--- src/rtl/ras_pkg.sv ---
// ras_pkg -- shared types and sizing for the checkpointed return-address stack.
//
// Holds the default configuration of the stack, the pointer widths derived from
// it, and ckpt_t, the snapshot a branch takes of the stack:
//   tosp  : top-of-stack pointer at the time of the branch
//   count : number of valid entries at the time of the branch
//   top   : the value sitting at mem[tosp] at the time of the branch
// ckpt_t is sized from the localparams here. An instance of ras_ckpt whose
// WIDTH/DEPTH differ from RAS_WIDTH/RAS_DEPTH therefore needs these edited to
// match.
package ras_pkg;

  localparam int RAS_WIDTH = 32;
  localparam int RAS_DEPTH = 16;
  localparam int RAS_NCKPT = 4;

  // tosp indexes DEPTH slots; count runs 0..DEPTH inclusive, so it needs one more bit.
  localparam int PTR_W  = $clog2(RAS_DEPTH);
  localparam int CNT_W  = $clog2(RAS_DEPTH + 1);
  localparam int ID_W   = $clog2(RAS_NCKPT);
  localparam int NCNT_W = $clog2(RAS_NCKPT + 1);

  typedef struct packed {
    logic [PTR_W-1:0]     tosp;
    logic [CNT_W-1:0]     count;
    logic [RAS_WIDTH-1:0] top;
  } ckpt_t;

endpackage

--- src/rtl/ras_ckpt_table.sv ---
// ras_ckpt_table -- in-order FIFO of stack checkpoints.
//
// Ports:
//   clk, reset      clock; asynchronous active-high reset
//   alloc           request a new checkpoint (granted when not busy and no restore)
//   alloc_entry     snapshot stored into the tail slot on a granted alloc
//   retire          free the oldest checkpoint (ignored when empty or on rollback)
//   rollback        roll back to rollback_id
//   rollback_id     checkpoint to restore
//   rollback_hit    rollback is asserted and rollback_id is outstanding
//   rollback_entry  snapshot stored at rollback_id (combinational)
//   tail            id that a branch in this cycle receives
//   busy            every checkpoint slot is in use
module ras_ckpt_table
  import ras_pkg::*;
#(
  parameter int NCKPT = RAS_NCKPT
) (
  input  logic                     clk,
  input  logic                     reset,
  input  logic                     alloc,
  input  ckpt_t                    alloc_entry,
  input  logic                     retire,
  input  logic                     rollback,
  input  logic [$clog2(NCKPT)-1:0] rollback_id,
  output logic                     rollback_hit,
  output ckpt_t                    rollback_entry,
  output logic [$clog2(NCKPT)-1:0] tail,
  output logic                     busy
);
  localparam int IW = $clog2(NCKPT);
  localparam int NW = $clog2(NCKPT + 1);

  logic [IW-1:0] head_reg, head_next;
  logic [IW-1:0] tail_reg, tail_next;
  logic [NW-1:0] ncount_reg, ncount_next;
  logic [IW-1:0] age;
  logic          do_alloc;
  logic          do_retire;
  ckpt_t         entry_q [NCKPT];

  // Distance of rollback_id from the oldest entry; NCKPT is a power of two so
  // the subtraction wraps naturally. The id is live when that distance is
  // below the number of outstanding checkpoints, and the same distance is the
  // number of entries that survive the rollback.
  assign age          = rollback_id - head_reg;
  assign rollback_hit = rollback && (NW'(age) < ncount_reg);
  assign busy         = (ncount_reg == NW'(NCKPT));
  assign tail         = tail_reg;

  // A restore frees the target and everything younger, so a same-cycle
  // allocation would be lost; a close_valid alongside close_invalid is dropped.
  assign do_alloc  = alloc && !busy && !rollback_hit;
  assign do_retire = retire && !rollback && (ncount_reg != '0);

  assign rollback_entry = entry_q[rollback_id];

  always_comb begin
    head_next   = head_reg;
    tail_next   = tail_reg;
    ncount_next = ncount_reg;
    if (rollback_hit) begin
      tail_next   = rollback_id;
      ncount_next = NW'(age);
    end else begin
      if (do_alloc)  tail_next = tail_reg + IW'(1);
      if (do_retire) head_next = head_reg + IW'(1);
      case ({do_alloc, do_retire})
        2'b10:   ncount_next = ncount_reg + NW'(1);
        2'b01:   ncount_next = ncount_reg - NW'(1);
        default: ncount_next = ncount_reg;
      endcase
    end
  end

  always_ff @(posedge clk or posedge reset) begin
    if (reset) begin
      head_reg   <= '0;
      tail_reg   <= '0;
      ncount_reg <= '0;
    end else begin
      head_reg   <= head_next;
      tail_reg   <= tail_next;
      ncount_reg <= ncount_next;
    end
  end

  // Snapshot storage needs no reset: a slot is only read while outstanding.
  genvar gi;
  generate
    for (gi = 0; gi < NCKPT; gi++) begin : g_entry
      ckpt_t entry_reg;
      always_ff @(posedge clk) begin
        if (do_alloc && (tail_reg == IW'(gi))) entry_reg <= alloc_entry;
      end
      assign entry_q[gi] = entry_reg;
    end
  endgenerate

endmodule

--- src/rtl/ras_ckpt.sv ---
// ras_ckpt -- circular return-address stack with branch checkpoints.
//
// Ports:
//   clk, reset     clock; asynchronous active-high reset
//   push, din      push din (overwrites the oldest entry when full)
//   pop            pop the top of stack
//   dout           top of stack, 0 when empty (combinational)
//   empty, full    count == 0 / count == DEPTH
//   branch         take a checkpoint of {tosp, count, top}; ckpt_id is its id
//   busy           all NCKPT checkpoints are outstanding
//   close_valid    retire the oldest checkpoint
//   close_invalid  restore the stack from checkpoint close_id and free it and
//                  all younger checkpoints
//   close_id       checkpoint to restore
// Optional (macro RAS_CKPT_STATS_EN):
//   ovf_cnt        saturating count of pushes made while full
//   udf_cnt        saturating count of pops made while empty
module ras_ckpt
  import ras_pkg::*;
#(
  parameter int WIDTH = RAS_WIDTH,
  parameter int DEPTH = RAS_DEPTH,
  parameter int NCKPT = RAS_NCKPT
) (
  input  logic                     clk,
  input  logic                     reset,
  input  logic                     push,
  input  logic                     pop,
  input  logic [WIDTH-1:0]         din,
  output logic [WIDTH-1:0]         dout,
  output logic                     empty,
  output logic                     full,
  input  logic                     branch,
  output logic [$clog2(NCKPT)-1:0] ckpt_id,
  output logic                     busy,
  input  logic                     close_valid,
  input  logic                     close_invalid,
  input  logic [$clog2(NCKPT)-1:0] close_id
`ifdef RAS_CKPT_STATS_EN
  ,
  output logic [15:0]              ovf_cnt,
  output logic [15:0]              udf_cnt
`endif
);
  localparam int SPW = $clog2(DEPTH);
  localparam int CW  = $clog2(DEPTH + 1);

  logic [WIDTH-1:0] mem [DEPTH];
  logic [SPW-1:0]   tosp_reg, tosp_next;
  logic [CW-1:0]    count_reg, count_next;
  logic             wr_en;
  logic [SPW-1:0]   wr_addr;
  logic [WIDTH-1:0] wr_data;
  logic [WIDTH-1:0] top_val;
  logic             restore;
  ckpt_t            snap;
  ckpt_t            saved;

  assign top_val = mem[tosp_reg];
  assign empty   = (count_reg == '0);
  assign full    = (count_reg == CW'(DEPTH));
  assign dout    = empty ? '0 : top_val;

  // Snapshot reflects the state before this cycle's push/pop.
  assign snap = '{tosp: tosp_reg, count: count_reg, top: top_val};

  ras_ckpt_table #(
    .NCKPT(NCKPT)
  ) u_table (
    .clk           (clk),
    .reset         (reset),
    .alloc         (branch),
    .alloc_entry   (snap),
    .retire        (close_valid),
    .rollback      (close_invalid),
    .rollback_id   (close_id),
    .rollback_hit  (restore),
    .rollback_entry(saved),
    .tail          (ckpt_id),
    .busy          (busy)
  );

  always_comb begin
    tosp_next  = tosp_reg;
    count_next = count_reg;
    wr_en      = 1'b0;
    wr_addr    = tosp_reg;
    wr_data    = din;
    if (restore) begin
      // Pushes after the branch may have overwritten the saved top slot.
      tosp_next  = saved.tosp;
      count_next = saved.count;
      wr_en      = 1'b1;
      wr_addr    = saved.tosp;
      wr_data    = saved.top;
    end else if (push && pop) begin
      wr_en = 1'b1;
    end else if (push) begin
      tosp_next = tosp_reg + SPW'(1);
      wr_en     = 1'b1;
      wr_addr   = tosp_reg + SPW'(1);
      if (!full) count_next = count_reg + CW'(1);
    end else if (pop && !empty) begin
      tosp_next  = tosp_reg - SPW'(1);
      count_next = count_reg - CW'(1);
    end
  end

  always_ff @(posedge clk or posedge reset) begin
    if (reset) begin
      tosp_reg  <= '0;
      count_reg <= '0;
    end else begin
      tosp_reg  <= tosp_next;
      count_reg <= count_next;
    end
  end

  always_ff @(posedge clk) begin
    if (wr_en) mem[wr_addr] <= wr_data;
  end

`ifdef RAS_CKPT_STATS_EN
  logic [15:0] ovf_reg, udf_reg;

  always_ff @(posedge clk or posedge reset) begin
    if (reset) begin
      ovf_reg <= '0;
      udf_reg <= '0;
    end else begin
      if (!restore && push && full && (ovf_reg != 16'hFFFF)) ovf_reg <= ovf_reg + 16'd1;
      if (!restore && pop && empty && (udf_reg != 16'hFFFF)) udf_reg <= udf_reg + 16'd1;
    end
  end

  assign ovf_cnt = ovf_reg;
  assign udf_cnt = udf_reg;
`endif

endmodule
--- config.mk ---
export PLATFORM = sky130hd
export DESIGN_NAME = ras_ckpt
export DESIGN_NICKNAME = d
export VERILOG_FILES = /design/src/rtl/ras_pkg.sv /design/src/rtl/ras_ckpt_table.sv /design/src/rtl/ras_ckpt.sv
export SDC_FILE = /design/constraint.sdc
export NUM_CORES = 1
export LEC_CHECK = 0
export BUFFER_PORTS_ARGS = -buffer_cell sky130_fd_sc_hd__buf_4
export CAP_MARGIN = 5
export CORE_MARGIN = 2
export CORE_UTILIZATION = 61
export DETAILED_ROUTE_END_ITERATION = 6
export PLACE_DENSITY = 0.83
export SYNTH_ARGS = -nofsm -noshare
export SYNTH_HDL_FRONTEND = slang
export SYNTH_SLANG_ARGS = --single-unit
--- constraint.sdc ---
create_clock -name clk -period 11.73 [get_ports clk]
set_input_delay 1.173 -clock clk [delete_from_list [all_inputs] [get_ports clk]]
set_output_delay 1.173 -clock clk [all_outputs]
set_load 0.02 [all_outputs]
Yosys cells after proc, flatten, opt, wreduce, memory -nomap -nowiden

Memory sizes are Yosys's and may differ from the RTL's.
Index checks and enable logic that the tools add are counted.

Flip-flop bits (word level): 180
Bits in writable memories: 512
Input port bits: 41
Memories: 1

Memories:

| name | depth | bits a word | read ports | clocked after Yosys merged registers in | wr ports | line           | text |
|---|---|---|---|---|---|---|---|
| mem  | 16    | 32          | 1          | 0                                       | 1        | ras_ckpt.sv:48 | `logic [WIDTH-1:0] mem [DEPTH];` |

$add $sub $neg: 9
$lt $le $gt $ge: 2
Eq/ne operators: 9
Mux-type cells: 26
Bitwise gates (word level): 2
Reductions and logical operators: 24

Operator list:

| kind                                                                | number |
|---|---|
| 41-bit binary-select mux with 2-bit select                          | 1 |
| 41-bit 2-to-1 mux                                                   | 2 |
| 32-bit 2-to-1 mux                                                   | 2 |
| 4-bit 2-to-1 mux                                                    | 7 |
| 5-bit 2-to-1 mux                                                    | 5 |
| 1-bit logical AND                                                   | 11 |
| 3-bit nonzero test                                                  | 3 |
| 2-bit == test (second input constant)                               | 3 |
| 3-bit one-hot mux with 2 select lines                               | 1 |
| 5-bit by 1-bit adder with 5-bit output (second input constant)      | 1 |
| 5-bit == test (second input constant)                               | 1 |
| 5-bit logical NOT                                                   | 1 |
| 1-bit 2-to-1 mux                                                    | 5 |
| 5-bit by 1-bit subtractor with 5-bit output (second input constant) | 1 |
| 2-bit by 1-bit adder with 2-bit output (second input constant)      | 2 |
| 4-bit by 1-bit adder with 4-bit output (second input constant)      | 1 |
| 2-bit by 1-bit == test with 1-bit output (second input constant)    | 2 |
| 1-bit logical NOT                                                   | 4 |
| 2-bit 2-to-1 mux                                                    | 2 |
| 2-bit AND reduction                                                 | 2 |
| 4-bit by 1-bit subtractor with 4-bit output (second input constant) | 1 |
| 3-bit by 1-bit adder with 3-bit output (second input constant)      | 1 |
| 3-bit == test (second input constant)                               | 1 |
| 3-bit >= comparator (second input constant)                         | 1 |
| other kinds (11)                                                    | 11 |

Longest topological paths before layout

Depth in word-level cells: 8
Mapped depth: 14
Depth with buffers taken out: 9

Modules after synthesis

Synthesis repeated with hierarchy kept, for this count alone.

Cells, all modules: 1,268
Area total of the unflattened synthesis: 27,677.8 um^2

By module, submodules not included:

| module         | times used | cells each | area each (um^2) | sequential area each (um^2) |
|---|---|---|---|---|
| ras_ckpt       | 1          | 993        | 21,210.3         | 15,600.0 |
| ras_ckpt_table | 1          | 275        | 6,467.5          | 5,099.9 |

Worst setup path after synthesis

OpenSTA, ideal clock, no wires.

Path kind: input to register
Start point: input close_id[0]
End point: memory mem[11][0] (netlist name) (enable)
Arrival: 5,184 ps
Data required time: 11,298 ps
Setup slack: 6,114 ps
Stages: 13
Path buffers: 4
Cell sequence: buf_2 > buf_4 > buf_4 > inv_1 > ha_1 > xnor2_1 > xnor2_1 > ha_1 > a21bo_2 > a22oi_1 > buf_2 > mux2_2 > a21oi_1

Longest elaborated chain between the ends: 6

Ends and longest elaborated chain:

| item                                          | line                 | text |
|---|---|---|
| start: declaration                            | ras_ckpt.sv:38       | `input logic [$clog2(NCKPT)-1:0] close_id` |
| 2-bit subtractor                              | ras_ckpt_table.sv:46 | `assign age = rollback_id - head_reg;` |
| 2-bit by 3-bit < comparator with 1-bit output | ras_ckpt_table.sv:47 | `assign rollback_hit = rollback && (NW'(age) < ncount_reg);` |
| 1-bit logical AND                             | ras_ckpt_table.sv:47 |  |
| 1-bit 2-to-1 mux                              | ras_ckpt.sv:89       | `if (restore) begin` |
| 1-bit 2-to-1 mux                              | ras_ckpt.sv:120      | `if (wr_en) mem[wr_addr] <= wr_data;` |
| 1-bit 2-to-1 mux (implied by the code)        | ras_ckpt.sv:120      |  |
| end: declaration                              | ras_ckpt.sv:48       |  |

Several ways; a longest one is shown, not always the timed one. The select of a mux whose other input is x is not followed.

Worst setup path after layout

Start point: input close_id[0]
End point: memory mem[10][7] (netlist name) (enable)

Same word-level chain as after synthesis.

==> run_results.csv <==
group,metric,value,unit
run_status,outcome,"complete, no violations",
flow_run,max_cap_violations,0,
synthesis,synth_seq_cells,692,
placement,numPortBuffers,77,
synthesis,synth_top_family_by_area,"multiplexers",
critical_path,critPathLaunchType,"input pin",
synthesis,ys_seq_area_share,74.9,%
floorplanning,ios,78,
synthesis,synthesis.nets,1389,
final_layout,area_growth,13.0,%
timing,fmax,189,MHz
timing,hold_violations,0,
floorplanning,rows,77,
final_layout,largest_register_ffs,512,
timing,finalCritPeriodShare,45.1,%
synthesis,syn_area_per_cell,20.7,um2
critical_path,r2r-end,"mem[4][12]$_DFFE_PP_",
synthesis,synthCells,1333,
critical_path,cpPeakStageDelay,0.85,ns
detailed_routing,drt_pass1_iterations,6,
pwr,p_leak,10.4,nW
pwr,powerDensity,306,nW/um2
global_route,grt-ovfl-total,0,
synthesis,synth-xor-area-share,0.381,%
placement,dpl.hpwl,33800,um
clock_tree,cts_sinks,692,
critical_path,worstPathMaxFanout,43,
clock_tree,cts_tree,"built",
critical_path,crit_buf_inv,4,
timing,slew_headroom,24.0,%
critical_path,path_class,"input pin to register",
global_route,grt_pass1_vias,14900,
synthesis,ys_types,58,
global_route,antenna_found_initial,0,
hold_path,holdPathStages,1,
synthesis,synth_top_area_share,73.5,%
critical_path,rr_startpoint,"tosp_reg[1]$_DFFE_PP0P_",
clock_tree,clk_pin_slew_worst_paths,0.06,ns
synthesis,async_reset_ff_share,2.31,%
clock_tree,post_cts_buffers,0,
floorplanning,die_x,217,um
hold_path,min_to,"u_table.head_reg[1]$_DFFE_PP0P_",
hold_path,hp-start,"u_table.head_reg[1]$_DFFE_PP0P_",
synthesis,ys_top_cells_by_area,"edfxtp_1, mux4_2, mux2i_1",
final_layout,diodes,0,
timing,slew_viol_final,0,
critical_path,cp_top_family,"compound AO/OA/AOI/OAI gates",
floorplanning,die-area,47000,um2
clock_tree,numCtsBuffers,69,
clock_tree,post_cts_resized,0,
clock_tree,clockBufferDepth,3,
detailed_routing,via_per_inst,6.74,
clock_tree,ctsHtreeMaxLevel,3,
synthesis,synthFlopType,"edfxtp_1",
clock_tree,hold_buffers,0,
synthesis,yosys_warnings,0,
critical_path,end_kind,"register",
synthesis,synth_edf_count,676,
critical_path,required,11.97,ns
critical_path,reg2regPathDepth,8,
clock_tree,worstSkewPairLatency,0.59,ns
detailed_routing,via_count,14100,
final_layout,layout.nets,1497,
floorplanning,die_h,217,um
synthesis,yosysTopAreaCell,"edfxtp_1",
detailed_routing,drt-total-wl,63400,um
critical_path,cp.arrival,5.54,ns
timing,worstMarginPinSlew,1.14,ns
timing,setup_violations,0,
synthesis,synthAdderAreaFrac,0.734,%
timing,period_needed,5.29,ns
critical_path,cp_common_cell,"buf_4",
detailed_routing,drtAntennaViolNets,0,
timing,finClkSkew,0.0268,ns
critical_path,crit_chain,"buf_4 -> inv_1 -> ha_1 -> xnor2_1 -> xnor2_1 -> ha_1 -> a21bo_2 -> a22oi_2 -> buf_4 -> o211ai_1 -> a21oi_4 -> buf_4",
critical_path,r2r_slack,6.90,ns
critical_path,cpMaxStageDelayCell,"a21oi_4",
synthesis,syn_area,27600,um2
detailed_routing,drt_iter0_markers,1887,
clock_tree,clockRootBuffer,"clkbuf_16",
synthesis,synth_compound_area_share,2.12,%
synthesis,synth.most_common_cell,"edfxtp_1",
synthesis,synth.area.mux_share,17.7,%
global_route,grt_max_degree,71,
detailed_routing,drc,0,
global_route,grt_pass1_wl,94400,um
floorplanning,coreArea,44400,um2
placement,place_congestion,0.805,
synthesis,synthSimpleGateAreaFrac,2.72,%
timing,hold_ws,0.510,ns
timing,totalNegativeSetupSlack,0,ns
pwr,vdd_drop_max,212,uV
timing,rsz0062_at_grt,"no",
final_layout,drive_above_1_share,27.6,%
hold_path,hp-class,"register to register",
synthesis,synth_common_cells,"edfxtp_1, mux4_2, nand2_1",
detailed_routing,routedWlPerCell,30.4,um
global_route,grt_util_all_layers,27.7,%
floorplanning,start_util,62.2,%
worst register-to-register path, delay by kind of cell (launching register included):
family | cells | cell delay (ns)
AOI/OAI and AO/OA | 1 | 0.58
adders and majority gates | 1 | 0.49
buffers and inverters | 3 | 1.75
DFF | 1 | 0.52
muxes | 2 | 0.74
and+or+nand+nor | 1 | 0.39
routing by layer:
metal  GRT usage [%]  vias to the layer above  share of wire [%]
met2            45.7                      909                 51
met3            5.23                      183                9.4
li1                -                     5700                  -
met5               0                        -                  0
met4            11.7                        0                4.0
met1            37.0                     7259                 36
cells by family after synthesis:
family                     Yosys count
muxes                              275
xor gates and xnor gates            12
DFF                                692
buffers and inverters               85
adders and majority gates           15
AOI/OAI and AO/OA                   88
and+or+nand+nor                    166
layout make-up:
class / instances / area (um2)
clock inverter: 40 / 362
inverter: 14 / 53.8
multi-input combinational: 556 / 6720
timing repair buffer: 108 / 811
tap: 592 / 741
clock buffer: 84 / 1800
fill: 2512 / 13200
sequential: 692 / 20700
where the power goes:
group	total (mW)	switching, mW	internal [mW]	leakage (nW)
combinational	3.23	2.09	1.15	2.96
sequential	4.17	0.290	3.88	6.33
clock	2.14	0.910	1.23	1.07
total	9.55	3.29	6.26	10.4
placed cells by master (no fill, tap or decap), types with 3 or more instances in the layout:
cell and count:
nand2_1 113, nor2_1 12, buf_4 108, xor2_1 3
mux2i_1 101, o21ai_0 4, a21oi_4 16, inv_6 5
o22ai_1 32, nand3_1 4, nor3_1 4, xnor2_1 9
or3_1 3, dfrtp_1 14, clkbuf_1 14, ha_1 13
clkbuf_16 70, mux2_2 3, clkinv_1 15, a21oi_1 4
o211ai_1 8, a31oi_1 3, clkinv_2 14, inv_1 12
nand2b_1 3, and3_2 4, nor2b_1 4, bufinv_16 6
nand3b_1 4, mux4_2 170, edfxtp_1 676
how the worst max path moves through the flow:
stage                           start                    end  slack, ns  cells after the start
after global placement    close_id[0]  mem[10][11]$_DFFE_PP_       6.12                     12
after floorplan           close_id[0]   mem[11][0]$_DFFE_PP_       6.11                     13
after global routing      close_id[0]   mem[10][7]$_DFFE_PP_       6.19                     12
final                     close_id[0]   mem[10][7]$_DFFE_PP_       6.44                     12
after detailed placement  close_id[0]   mem[10][5]$_DFFE_PP_       5.97                     12
after CTS                 close_id[0]   mem[10][7]$_DFFE_PP_       6.38                     12
stage by stage:
stage | power, mW | area (um2) | std cells | utilization [%] | setup slack (ns)
after CTS | 9.56 | 31200 | 2086 | 70.2 | 6.38
after global placement | 7.17 | 29000 | 1962 | 65.4 | 6.12
after global routing | 9.89 | 31200 | 2086 | 70.2 | 6.19
after floorplan | 6.17 | 27600 | 1333 | - | 6.11
final | 9.55 | 31200 | 2086 | 70.2 | 6.44
after detailed placement | 7.36 | 29000 | 1962 | 65.4 | 5.97
Note: power is estimated with default switching activity, not from simulation.
